--- config.mk ---
export PLATFORM = sky130hd
export DESIGN_NAME = rc5_key_mixer
export DESIGN_NICKNAME = d
export VERILOG_FILES = /design/src/rtl/rc5_key_mixer.sv
export SDC_FILE = /design/constraint.sdc
export NUM_CORES = 2
export LEC_CHECK = 0
export CELL_PAD_IN_SITES_DETAIL_PLACEMENT = 0
export CELL_PAD_IN_SITES_GLOBAL_PLACEMENT = 1
export CORE_MARGIN = 2
export CORE_UTILIZATION = 55
export DETAILED_ROUTE_END_ITERATION = 10
export PLACE_DENSITY = 0.85
export SLEW_MARGIN = 20
export SYNTH_ARGS = -nofsm -noshare
export SYNTH_HDL_FRONTEND = slang
export SYNTH_SLANG_ARGS = --single-unit
export TNS_END_PERCENT = 50
--- constraint.sdc ---
create_clock -name clk1 -period 24.9 [get_ports clk1]
set_clock_uncertainty 0.05 [all_clocks]
set_input_delay 4.98 -clock clk1 [delete_from_list [all_inputs] [get_ports clk1]]
set_output_delay 4.98 -clock clk1 [all_outputs]
set_load 0.1 [all_outputs]
--- src/rtl/rc5_key_mixer.sv ---
// RC5-32/12/16 key-schedule back end: loads L from upstream, builds S from P/Q,
// runs the 3*max(t,c) mixing loop and serves the expanded table on a registered read port.
//
// state  | meaning
// IDLE   | waiting for start after reset
// LOAD_L | stepping L_address and capturing upstream words (one-cycle pipeline)
// INIT_S | filling S[k] = P + k*Q, one word per cycle
// MIX    | one A/B mixing iteration per cycle
// DONE   | S table complete and frozen; start reruns the schedule
module rc5_key_mixer #(
  parameter int w        = 32,
  parameter int r        = 12,
  parameter int t        = 2 * (r + 1),
  parameter int t_length = $clog2(t),
  parameter int c        = 4,
  parameter int c_length = 2,
  parameter logic [w-1:0] P = 32'hB7E15163,
  parameter logic [w-1:0] Q = 32'h9E3779B9
) (
  input  logic                clk1,
  input  logic                rst,
  input  logic                start,
  output logic [c_length-1:0] L_address,
  input  logic [w-1:0]        L_sub_i,
  output logic                busy,
  output logic                done,
  input  logic [t_length-1:0] S_address,
  output logic [w-1:0]        S_sub_i
);

  localparam int mix_n = 3 * ((t > c) ? t : c);
  localparam int cnt_w = $clog2(mix_n + 1);
  localparam int sh_w  = $clog2(w);

  localparam logic [cnt_w-1:0]    load_last = cnt_w'(c);
  localparam logic [cnt_w-1:0]    init_last = cnt_w'(t - 1);
  localparam logic [cnt_w-1:0]    mix_last  = cnt_w'(mix_n - 1);
  localparam logic [t_length-1:0] s_last    = t_length'(t - 1);
  localparam logic [c_length-1:0] l_last    = c_length'(c - 1);

  typedef enum logic [2:0] {
    IDLE,
    LOAD_L,
    INIT_S,
    MIX,
    DONE
  } state_t;

  state_t state_q, state_d;
  logic   start_ok;

  logic [cnt_w-1:0]    cnt_q;
  logic [w-1:0]        init_word_q;
  logic [w-1:0]        a_q, b_q;
  logic [t_length-1:0] i_q;
  logic [c_length-1:0] j_q;

  logic [w-1:0] s_mem [t];
  logic [w-1:0] l_mem [c];

  logic [w-1:0]        sum_a, sum_b, a_next, b_next;
  logic [c_length-1:0] l_cap_addr;

  function automatic logic [w-1:0] rotl(input logic [w-1:0] x, input logic [sh_w-1:0] n);
    // a shift by the full width yields zero, so n==0 degenerates to x
    return (x << n) | (x >> (w - int'(n)));
  endfunction

  always_ff @(posedge clk1) begin
    if (!rst) state_q <= IDLE;
    else      state_q <= state_d;
  end

  always_comb begin
    state_d  = state_q;
    start_ok = 1'b0;
    busy     = 1'b0;
    done     = 1'b0;
    case (state_q)
      IDLE: begin
        if (start) begin
          state_d  = LOAD_L;
          start_ok = 1'b1;
        end
      end
      LOAD_L: begin
        busy = 1'b1;
        if (cnt_q == load_last) state_d = INIT_S;
      end
      INIT_S: begin
        busy = 1'b1;
        if (cnt_q == init_last) state_d = MIX;
      end
      MIX: begin
        busy = 1'b1;
        if (cnt_q == mix_last) state_d = DONE;
      end
      DONE: begin
        done = 1'b1;
        if (start) begin
          state_d  = LOAD_L;
          start_ok = 1'b1;
        end
      end
      default: state_d = IDLE;
    endcase
  end

  // B' depends on A' of the same iteration; both land in one cycle
  always_comb begin
    sum_a  = s_mem[i_q] + a_q + b_q;
    a_next = rotl(sum_a, sh_w'(3));
    sum_b  = l_mem[j_q] + a_next + b_q;
    b_next = rotl(sum_b, a_next[sh_w-1:0] + b_q[sh_w-1:0]);
  end

  assign l_cap_addr = cnt_q[c_length-1:0] - 1'b1;

  always_ff @(posedge clk1) begin
    if (!rst) begin
      cnt_q       <= '0;
      L_address   <= '0;
      init_word_q <= P;
      a_q         <= '0;
      b_q         <= '0;
      i_q         <= '0;
      j_q         <= '0;
      S_sub_i     <= '0;
    end else begin
      S_sub_i <= (S_address <= s_last) ? s_mem[S_address] : '0;
      if (start_ok) begin
        cnt_q       <= '0;
        L_address   <= '0;
        init_word_q <= P;
      end else begin
        case (state_q)
          LOAD_L: begin
            L_address <= L_address + 1'b1;
            cnt_q     <= (cnt_q == load_last) ? '0 : cnt_q + 1'b1;
          end
          INIT_S: begin
            init_word_q <= init_word_q + Q;
            if (cnt_q == init_last) begin
              cnt_q <= '0;
              a_q   <= '0;
              b_q   <= '0;
              i_q   <= '0;
              j_q   <= '0;
            end else begin
              cnt_q <= cnt_q + 1'b1;
            end
          end
          MIX: begin
            a_q   <= a_next;
            b_q   <= b_next;
            i_q   <= (i_q == s_last) ? '0 : i_q + 1'b1;
            j_q   <= (j_q == l_last) ? '0 : j_q + 1'b1;
            cnt_q <= (cnt_q == mix_last) ? '0 : cnt_q + 1'b1;
          end
          default: ;
        endcase
      end
    end
  end

  // Table storage carries no reset; contents only matter once DONE is reached
  always_ff @(posedge clk1) begin
    if (rst) begin
      case (state_q)
        LOAD_L: if (cnt_q != '0) l_mem[l_cap_addr] <= L_sub_i;
        INIT_S: s_mem[cnt_q[t_length-1:0]] <= init_word_q;
        MIX: begin
          s_mem[i_q] <= a_next;
          l_mem[j_q] <= b_next;
        end
        default: ;
      endcase
    end
  end

endmodule
==> reports/qor.txt <==
TritonRoute pass-1 iters: 6
Final setup viols: 0
Global route overflow: 0
Hold Fails Final Rpt: 0
Fraction of final layout cells with drive strength greater than 1: 18.2%
CP endpoint kind: flip-flop
Max clock buf depth: 3
Mapped Area: 0.0587 mm²
Vias in the first global route: 38808
Maxcap violations: 0
Top FF cell, synth: edfxtp_1
Vias per cell: 6.96
Startpoint of the worst hold path: a_q[1]$_SDFFE_PN0P_
Slew Limit Headroom: 25.1%
Post-synthesis async set-or-reset flop share: 0%
Avg Cell Area, Syn: 13.7 µm²
Post-synth EDFFs: 960
Clock Tree Root: clkbuf_16
WHS Endpoint: a_q[1]$_SDFFE_PN0P_
Clk_lat worst skew: 0.74 ns
Post-CTS Hold Buffers: 0
Area delta synth->final: 10.6%
Register area share after synthesis: 54.4%
# rows: 119
Pin count of the biggest net entering global routing: 115
CP max-delay cell: buf_4
Nets: 4466
R2R setup slack: 12.50 ns
Maximum clock rate: 80.6 MHz
Die Area: 0.109 mm²
ANT nets after route: 0
Crit path time final: 12.40 ns
DIE HEIGHT: 331 µm
Mapped Cells: 4296
H-tree levels: 3
Critical Path Source Type: flip-flop
Top cell type's share of synthesized area: 49.1%
Die W: 331 µm
Crit Path Category: flip-flop to flip-flop
HPWL after DPL: 113000 µm
Via count: 40244
GRT Overall Usage: 33.2%
R2R depth: 34
Fillers: 7864
CP arrival: 12.78 ns
Syn. warnings: 0
Slew @ Worst Pin: 1.11 ns
Sequential Area: 0.0319 mm²
Starting Density: 55.6%
Critical path's largest stage delay: 0.86 ns
Core Region: 0.106 mm²
GPL Wtd Cong: 1.05
Multi-input gate area: 0.0254 mm²
Antenna cells: 0
Top post-synthesis cells by area: edfxtp_1 49%, mux4_2 15%, dfxtp_1 5.3%
Total wire length: 181000 µm
WP buf/inv: 3
Number of remaining DRC errors: 0
Net count after synthesis: 4473
CTS Buf Count: 111
Final Slew Violations: 0
Reg2reg end: l_mem[2][30]$_DFFE_PP_
RSZ-0062 raised after global routing: false
Initial DRC Count: 5658
Port Buffer Count: 75
CTS tree: done
Global-route wire length before repair: 262000 µm
Worst-path fanout max: 61
Setup TNS: 0 ns
Most frequent cells in the layout: 960 x edfxtp_1, 399 x mux4_2, 281 x nand2_1
Routed WL per cell: 31.4 µm
# resized after CTS: 0
WP data required: 25.28 ns
Commonest non-fill, non-tap cell in the layout: edfxtp_1
Fin crit share: 49.8%
Hold Path Cell Cnt: 2
HP Class: flip-flop to flip-flop
Status: complete, no violations
Synth unique cells: 94
Critical path's top delay family: compound AO/OA/AOI/OAI gates
Clock transition at path regs: 0.06 ns
I/O pin cnt: 76
Post-synthesis register bit count: 1114
Number of antenna violations at the first check in global routing: 2
Post-synth top area cell: edfxtp_1
Number of clock sinks: 1114
Post-CTS Repair Setup Buffers: 0
## synth_stat cells, types with 21 or more instances
cell type	number
a211oi_1	97
a21o_1	92
a21oi_1	272
a31oi_1	21
buf_1	74
clkbuf_1	190
dfxtp_1	154
edfxtp_1	960
fa_1	64
ha_1	73
inv_1	153
mux2_2	39
mux2i_1	230
mux4_2	399
nand2_1	283
nand3_1	52
nor2_1	293
nor2b_1	73
nor3_1	71
o211ai_1	31
o21ai_0	133
o21ai_1	21
o221ai_1	40
o22ai_1	49
xnor2_1	63
xor2_1	38
## tightest hold or removal path: stages, from the launching register on
cell	delay, ns
dfxtp_1	0.33
nand2_1	0.04
o21ai_0	0.06
## how the worst max path moves through the flow
stage / start / to / slack, ns / cells after the start
floorplan: flip-flop / l_mem[0][16]$_DFFE_PP_ / 15.16 / 37
global placement: flip-flop / l_mem[0][30]$_DFFE_PP_ / 13.06 / 34
detailed placement: flip-flop / l_mem[2][30]$_DFFE_PP_ / 12.77 / 34
CTS: flip-flop / l_mem[0][30]$_DFFE_PP_ / 12.75 / 34
global route: flip-flop / l_mem[2][30]$_DFFE_PP_ / 11.94 / 34
finish: flip-flop / l_mem[2][30]$_DFFE_PP_ / 12.50 / 34
## registers in the layout, summed over array words and instances, names as in the netlist, named ones only
register	cells
L_address	2
S_sub_i	32
a_q	32
b_q	32
cnt_q	7
i_q	5
init_word_q	32
j_q	2
l_mem	128
s_mem	832
state_q	3
## per-layer routing
| metal | GRT usage (%) | share of wire (%) |
|---|---|---|
| met1 | 46.6 | 39 |
| met2 | 51.6 | 47 |
| met3 | 6.76 | 11 |
| met4 | 12.4 | 4.0 |
| met5 | 0 | 0 |
## layout make-up
type	instances	share of cell area, %
inverters	155	0.896
repair buffers	170	2.29
well taps	1391	2.68
clock buffers	157	4.87
clock inverters	55	0.975
flip-flops and latches	1114	49.2
multi-input cells	2737	39.1
## logic make-up after synthesis
family	after synthesis	share of synthesized area, %
xor+xnor	102	1.53
fa+ha+maj	137	3.74
mux	669	20.0
simple gates	899	6.92
buf+inv	445	2.93
compound gates	930	10.5
flops	1114	54.4
## per-stage QoR
step / utilization [%] / setup slack (ns) / cells / cell area [µm²] / hold WS [ns]
after detailed placement: 57.9 / 12.77 / 5567 / 61100 / 0.398
after global routing: 61.5 / 11.94 / 5779 / 64900 / 0.459
final: 61.5 / 12.50 / 5779 / 64900 / 0.415
after CTS: 61.5 / 12.75 / 5779 / 64900 / 0.409
after global placement: 57.9 / 13.06 / 5567 / 61100 / 0.384
after floorplan: - / 15.16 / 4296 / 58700 / 0.375
Power is not shown: default switching activity piles up to over one toggle a cycle in this logic, so the estimate is an artifact.
